<file path="src/rtl/poly_arbiter_pkg.sv">
// Shared definitions for the polynomial-evaluator arbiter: FSM states,
// default widths and the watchdog counter sizing helper.
package poly_pkg;

    typedef enum logic [1:0] {
        ST_IDLE,
        ST_START,
        ST_WAIT,
        ST_RESP
    } state_t;

    localparam int DEF_W       = 16;
    localparam int DEF_TIMEOUT = 64;
    localparam int DEF_CNT_W   = $clog2(DEF_TIMEOUT);

    function automatic int cnt_width(input int timeout);
        return (timeout < 2) ? 1 : $clog2(timeout);
    endfunction

endpackage

</file>
<file path="src/rtl/poly_arbiter_rr_pick.sv">
// Combinational round-robin picker: first asserted request at or after
// ptr+1 (mod N), reported as one-hot grant, binary index and an any flag.
module rr_pick #(
    parameter int N  = 4,
    parameter int PW = 2
) (
    input  logic [N-1:0]  i_req,
    input  logic [PW-1:0] i_ptr,
    output logic [N-1:0]  o_gnt,
    output logic [PW-1:0] o_idx,
    output logic          o_any
);

    int unsigned w_pos;

    always_comb begin
        o_gnt = '0;
        o_idx = '0;
        o_any = 1'b0;
        w_pos = 0;
        for (int unsigned k = 1; k <= N; k++) begin
            w_pos = (32'(i_ptr) + k) % N;
            if (!o_any && i_req[w_pos]) begin
                o_any        = 1'b1;
                o_idx        = PW'(w_pos);
                o_gnt[w_pos] = 1'b1;
            end
        end
    end

endmodule

</file>
<file path="src/rtl/poly_arbiter.sv">
// Round-robin sequencer sharing one A*X^2+B*X+C evaluator among N_REQ
// requesters, with a watchdog that aborts jobs lacking ev_done.
module poly_arbiter
    import poly_pkg::*;
#(
    parameter int N_REQ   = 4,
    parameter int W       = DEF_W,
    parameter int TIMEOUT = DEF_TIMEOUT
) (
    input  logic             clk,
    input  logic             rst,
    input  logic [N_REQ-1:0] req,
    input  logic [N_REQ*W-1:0] a_in,
    input  logic [N_REQ*W-1:0] b_in,
    input  logic [N_REQ*W-1:0] c_in,
    input  logic [N_REQ*W-1:0] x_in,
    output logic [N_REQ-1:0] gnt,
    output logic [N_REQ-1:0] ack,
    output logic [W-1:0]     res_out,
    output logic             err,
    output logic             ev_start,
    output logic [W-1:0]     ev_a,
    output logic [W-1:0]     ev_b,
    output logic [W-1:0]     ev_c,
    output logic [W-1:0]     ev_x,
    input  logic [W-1:0]     ev_res,
    input  logic             ev_done
);

    localparam int PW    = (N_REQ > 1) ? $clog2(N_REQ) : 1;
    localparam int CNT_W = cnt_width(TIMEOUT);
    localparam logic [CNT_W-1:0] CNT_LAST = CNT_W'(TIMEOUT - 1);

    state_t           r_state;
    logic [PW-1:0]    r_ptr;
    logic [CNT_W-1:0] r_cnt;
    logic [N_REQ-1:0] r_gnt;
    logic [N_REQ-1:0] r_ack;
    logic [W-1:0]     r_res;
    logic             r_err;
    logic             r_ev_start;
    logic [W-1:0]     r_ev_a, r_ev_b, r_ev_c, r_ev_x;

    logic [N_REQ-1:0] w_pick_gnt;
    logic [PW-1:0]    w_pick_idx;
    logic             w_pick_any;

    rr_pick #(
        .N  (N_REQ),
        .PW (PW)
    ) u_pick (
        .i_req (req),
        .i_ptr (r_ptr),
        .o_gnt (w_pick_gnt),
        .o_idx (w_pick_idx),
        .o_any (w_pick_any)
    );

    always_ff @(posedge clk or posedge rst) begin
        if (rst) begin
            r_state    <= ST_IDLE;
            r_ptr      <= PW'(N_REQ - 1);
            r_cnt      <= '0;
            r_gnt      <= '0;
            r_ack      <= '0;
            r_res      <= '0;
            r_err      <= 1'b0;
            r_ev_start <= 1'b0;
            r_ev_a     <= '0;
            r_ev_b     <= '0;
            r_ev_c     <= '0;
            r_ev_x     <= '0;
        end else begin
            case (r_state)
                ST_IDLE: begin
                    if (w_pick_any) begin
                        r_gnt      <= w_pick_gnt;
                        r_ptr      <= w_pick_idx;
                        r_ev_a     <= a_in[w_pick_idx*W +: W];
                        r_ev_b     <= b_in[w_pick_idx*W +: W];
                        r_ev_c     <= c_in[w_pick_idx*W +: W];
                        r_ev_x     <= x_in[w_pick_idx*W +: W];
                        r_ev_start <= 1'b1;
                        r_state    <= ST_START;
                    end
                end
                ST_START: begin
                    r_ev_start <= 1'b0;
                    r_cnt      <= '0;
                    r_state    <= ST_WAIT;
                end
                ST_WAIT: begin
                    if (ev_done) begin
                        r_res   <= ev_res;
                        r_err   <= 1'b0;
                        r_ack   <= r_gnt;
                        r_state <= ST_RESP;
                    end else if (r_cnt == CNT_LAST) begin
                        r_res   <= '0;
                        r_err   <= 1'b1;
                        r_ack   <= r_gnt;
                        r_state <= ST_RESP;
                    end else begin
                        r_cnt <= r_cnt + 1'b1;
                    end
                end
                ST_RESP: begin
                    r_ack   <= '0;
                    r_gnt   <= '0;
                    r_err   <= 1'b0;
                    r_res   <= '0;
                    r_state <= ST_IDLE;
                end
                default: r_state <= ST_IDLE;
            endcase
        end
    end

    assign gnt      = r_gnt;
    assign ack      = r_ack;
    assign res_out  = r_res;
    assign err      = r_err;
    assign ev_start = r_ev_start;
    assign ev_a     = r_ev_a;
    assign ev_b     = r_ev_b;
    assign ev_c     = r_ev_c;
    assign ev_x     = r_ev_x;

endmodule

</file>
<file path="config.mk">
export PLATFORM = sky130hd
export DESIGN_NAME = poly_arbiter
export DESIGN_NICKNAME = d
export VERILOG_FILES = /design/src/rtl/poly_arbiter_pkg.sv /design/src/rtl/poly_arbiter_rr_pick.sv /design/src/rtl/poly_arbiter.sv
export SDC_FILE = /design/constraint.sdc
export NUM_CORES = 1
export LEC_CHECK = 0
export ABC_CLOCK_PERIOD_IN_PS = 3100
export BUFFER_PORTS_ARGS = -buffer_cell sky130_fd_sc_hd__buf_2
export CAP_MARGIN = 25
export CORE_AREA = 2 2 144 146
export DETAILED_ROUTE_END_ITERATION = 8
export DIE_AREA = 0 0 146 148
export GPL_ROUTABILITY_DRIVEN = 0
export PLACE_DENSITY = 0.69
export SYNTH_ARGS = -nofsm -noshare
export SYNTH_HDL_FRONTEND = slang
export SYNTH_HIERARCHICAL = 1
export SYNTH_SLANG_ARGS = --single-unit
</file>
<file path="constraint.sdc">
create_clock -name clk -period 3.1 [get_ports clk]
set_clock_uncertainty 0.1 [all_clocks]
set_input_delay 0.62 -clock clk [delete_from_list [all_inputs] [get_ports clk]]
set_output_delay 0.62 -clock clk [all_outputs]
set_load 0.02 [all_outputs]
</file>
==> results.md <==
Outcome:
- The flow ran to the end, and the final reports show no timing, DRC or antenna violations.

STA:
- Headroom to the max-slew limit came out at 68.9%.
- The transition time of the tightest slew-check pin is 467 ps.
- The final number of hold-violating endpoints is 0.
- The maximum operating frequency is 342 MHz.
- The sum of negative setup slack is 0 ps.
- Setup repair after global routing left no endpoint under its margin.
- The final setup violation count is 0.
- The count of pins over their slew limit came to 0.
- After layout, the worst path uses 94.4% of the clock period.
- The clock period minus worst slack is 2930 ps.

Cells and area:
- Excluding fillers, the count of instances in the completed layout stands at 1127.
- The sequential standard cell area is 2500 um2.
- The proportion of layout cells with a drive suffix above 1 is 65.8%.
- The layout net count is 1142.
- Summing all multi-input logic gate instances after layout gives 3450 um2.
- The post-route core utilization is 44.0%.
- The synthesis-to-finish area growth is 41.9%.
- The filler cells instantiated in the layout total 1932.

Logic synthesis:
- The sequential area share after synthesis is 40.3%.
- The share of async-settable or async-resettable flops after synthesis is 100%.
- In the synthesized netlist, the number of instances is 475.
- The post-synthesis sequential element count is 100.
- Counting every net in the synthesized netlist gives 767.
- The synthesized netlist occupies a cell area of 6220 um2.
- The number of enable-type register cells in the synthesized netlist is 0.
- The Yosys step of the flow raised 6 warnings.
- The most instantiated flip-flop cell in the synthesis netlist is sky130_fd_sc_hd__dfrtp_1.
- In this run, distinct cell masters in the synthesized netlist total 48.
- The average footprint of a synthesized cell is 13.1 um2.

Routing:
- The total number of vias is 5641.
- Once detail routing completed, the nets flagged for antenna violations numbered 0.
- For this block, the routed nets add up to 20800 um of wire.
- The DRC violation count after routing is 0.
- The detailed-router iteration count before antenna repair is 4.
- After the first detailed-routing iteration, the DRC count stood at 192.
- The detailed-route vias per instance is 5.01.
- After detailed routing, the average wire length per cell comes to 18.5 um.

Global routing:
- The total overflow left after global routing is 0.
- The largest net degree at the start of global routing is 50.
- The initial antenna violation count is 8.
- The via count of the first global-routing pass came to 5669.
- Global routing used 18.9% of the available tracks.
- The wire length of the first global-routing pass is 31400 um.

Critical path:
- The data required time at the worst endpoint is 3240 ps.
- The category of the most critical setup path is reg2reg.
- The worst setup path is captured at a flip-flop.
- On the critical path, the stage with the largest delay is an instance of sky130_fd_sc_hd__dfstp_2.
- The type of origin of the critical path is a flip-flop.
- The signal on the critical path passes through mux4_2 -> a21oi_2 -> nor3_1 -> nor2_2 -> o31a_2 -> buf_12 -> buf_12 -> mux4_2 -> mux2_2.
- Of all nets on the critical path, the largest fanout is 13.
- On the worst path, the slowest cell contributes a delay of 580 ps.
- The arrival time of the worst setup path is 3060 ps.
- The register-to-register path setup slack is 170 ps.

Clocking:
- The number of clock buffers inserted by TritonCTS is 9.
- The clock sink count is 100.
- The clock tree synthesis step divided the H-tree into 3 levels.
- The clock reaches the later pin of the worst-skew pair after 340 ps.
- The post-CTS resize count is 0.
- Clock-pin slew was measured on the worst setup and hold paths at 80 ps.
- The count of buffers added by post-CTS timing repair for setup is 0.
- The longest clock path from root to sink contains 2 buffers.
- The root buffer cell is sky130_fd_sc_hd__clkbuf_16.
- After clock tree synthesis, the flow added hold-fix buffers numbering 0.
- TritonCTS built the clock tree.

Placement:
- Input and output buffers added on the ports amount to 368.
- The cell count after placement is 1109.
- After legalization and detailed placement, the total HPWL measured 17000 um.

Die:
- The effective utilization at floorplan is 31.0%.
- The core footprint is 20000 um2.
- The number of rows in the core area is 52.
- In this run the vertical extent of the chip is 148 um.
- The floorplan step defined a die boundary enclosing 21600 um2.
- 369 I/O pins were placed.
- Measured along the x axis, the die boundary spans 146 um.

Power:
- The overall power after layout is 9.95 mW.
- In this run the power density over the cells is 1130 nW/um2.
- VDD sags by at most 0.569 mV.
- The static leakage power is 4.26 nW.

Job:
- The max-cap check violation count is 0.

Worst hold path:
- In this run the worst hold path is classified as in2async.
-- Yosys cell counts, types with 2 or more instances --
| master | n | share of area (%) |
|---|---|---|
| sky130_fd_sc_hd__a21oi_1 | 6 | 0.48 |
| sky130_fd_sc_hd__a221o_1 | 4 | 0.64 |
| sky130_fd_sc_hd__mux4_2 | 65 | 24 |
| sky130_fd_sc_hd__o21ai_0 | 13 | 1.0 |
| sky130_fd_sc_hd__ha_1 | 13 | 2.6 |
| sky130_fd_sc_hd__nor3_1 | 2 | 0.16 |
| sky130_fd_sc_hd__a41oi_1 | 2 | 0.28 |
| sky130_fd_sc_hd__mux2_2 | 67 | 12 |
| sky130_fd_sc_hd__nand2b_1 | 4 | 0.40 |
| sky130_fd_sc_hd__nor2b_1 | 3 | 0.30 |
| sky130_fd_sc_hd__mux2i_1 | 3 | 0.48 |
| sky130_fd_sc_hd__inv_1 | 14 | 0.85 |
| sky130_fd_sc_hd__nand3_1 | 30 | 2.4 |
| sky130_fd_sc_hd__a21o_1 | 2 | 0.24 |
| sky130_fd_sc_hd__a31oi_1 | 2 | 0.20 |
| sky130_fd_sc_hd__dfrtp_1 | 98 | 39 |
| sky130_fd_sc_hd__a21boi_0 | 2 | 0.24 |
| sky130_fd_sc_hd__o21ai_1 | 5 | 0.40 |
| sky130_fd_sc_hd__buf_2 | 13 | 1.0 |
| sky130_fd_sc_hd__a22o_1 | 3 | 0.42 |
| sky130_fd_sc_hd__buf_6 | 9 | 1.6 |
| sky130_fd_sc_hd__clkbuf_1 | 14 | 0.85 |
| sky130_fd_sc_hd__nor2_1 | 12 | 0.72 |
| sky130_fd_sc_hd__or3_1 | 4 | 0.40 |
| sky130_fd_sc_hd__nand2_1 | 46 | 2.8 |
| sky130_fd_sc_hd__a32oi_1 | 16 | 2.3 |
| sky130_fd_sc_hd__dfstp_2 | 2 | 0.85 |
-- worst max-delay path, delay by kind of cell (launching register included) --
kind | cells | cell delay [ps]
simple gates | 2 | 130
flops | 1 | 580
mux | 3 | 1340
compound gates | 2 | 330
buf+inv | 2 | 340
-- sequential cells by signal (all words and copies together), names as in the netlist --
register,cells
ev_x,16
gnt,4
ev_b,16
res_out,16
r_state,2
err,1
ev_a,16
r_ptr,2
ack,4
r_cnt,6
ev_c,16
ev_start,1
-- power breakdown --
group          internal, mW  switching (mW)
combinational          3.31            3.19
clock                 0.562           0.538
sequential             1.96           0.382
total                  5.84            4.11
-- cells by family after synthesis --
logic type      Yosys count  synth area share, %
flops                   100                 40.3
simple gates            106                 7.75
mux                     136                 36.5
fa+ha+maj                13                 2.62
buf+inv                  53                 4.61
compound gates           67                 8.19
-- area by class of cell --
cell class / count / share of cell area (%)
clock buffers: 10 / 2.60
multi-input cells: 322 / 39.1
diodes: 2 / 0.0567
well taps: 270 / 3.83
flip-flops and latches: 100 / 28.4
inverters: 15 / 0.681
clock inverters: 6 / 0.610
repair buffers: 402 / 24.8
-- path summary, 6_finish.rpt --
| check | startpoint | cells after the start | end |
|---|---|---|---|
| min in group clk | ack[2] | 2 | ack[2] |
| hold / removal | rst | 2 | res_out[7] |
| hold reg to reg | ack[2] | 2 | ack[2] |
| setup reg to reg | r_ptr[0] | 9 | ev_c[14] |
| max in group asynchronous | rst | 3 | ev_c[15] |
| setup / recovery | r_ptr[0] | 9 | ev_c[14] |
-- cells in the final DEF, fill, tap and decap left out, types with 3 or more instances in the layout --
| master | count |
|---|---|
| sky130_fd_sc_hd__nor2b_1 | 3 |
| sky130_fd_sc_hd__inv_1 | 13 |
| sky130_fd_sc_hd__buf_4 | 27 |
| sky130_fd_sc_hd__inv_6 | 3 |
| sky130_fd_sc_hd__o21ai_0 | 13 |
| sky130_fd_sc_hd__buf_2 | 368 |
| sky130_fd_sc_hd__dfrtp_1 | 98 |
| sky130_fd_sc_hd__clkbuf_16 | 9 |
| sky130_fd_sc_hd__o21ai_1 | 5 |
| sky130_fd_sc_hd__mux2i_1 | 3 |
| sky130_fd_sc_hd__mux4_2 | 65 |
| sky130_fd_sc_hd__mux2_2 | 67 |
| sky130_fd_sc_hd__nand3_1 | 30 |
| sky130_fd_sc_hd__or3_1 | 4 |
| sky130_fd_sc_hd__ha_1 | 13 |
| sky130_fd_sc_hd__a32oi_1 | 16 |
| sky130_fd_sc_hd__nand2_1 | 45 |
| sky130_fd_sc_hd__nand2b_1 | 4 |
| sky130_fd_sc_hd__buf_12 | 7 |
| sky130_fd_sc_hd__a22o_1 | 3 |
| sky130_fd_sc_hd__nor2_1 | 12 |
| sky130_fd_sc_hd__a21oi_1 | 6 |
| sky130_fd_sc_hd__a221o_1 | 4 |
-- stage by stage --
step / instance area, um2 / hold slack (ps) / setup WS [ps]
final: 8820 / 162 / 173
after global routing: 8820 / 167 / 61.6
after floorplan: 6220 / 389 / 82.4
after detailed placement: 8540 / 386 / 28.1
after CTS: 8820 / 152 / 134
after global placement: 8540 / 383 / 62.4
-- metal layers --
metal / global-route usage (%) / wire length, um / vias up
met5: 0 / 69 / -
li1: - / - / 2592
met2: 31.3 / 10300 / 264
met4: 6.17 / 452 / 10
met3: 4.35 / 1690 / 37
met1: 24.7 / 8360 / 2738
No activity file was read; power rests on OpenSTA's default activity.
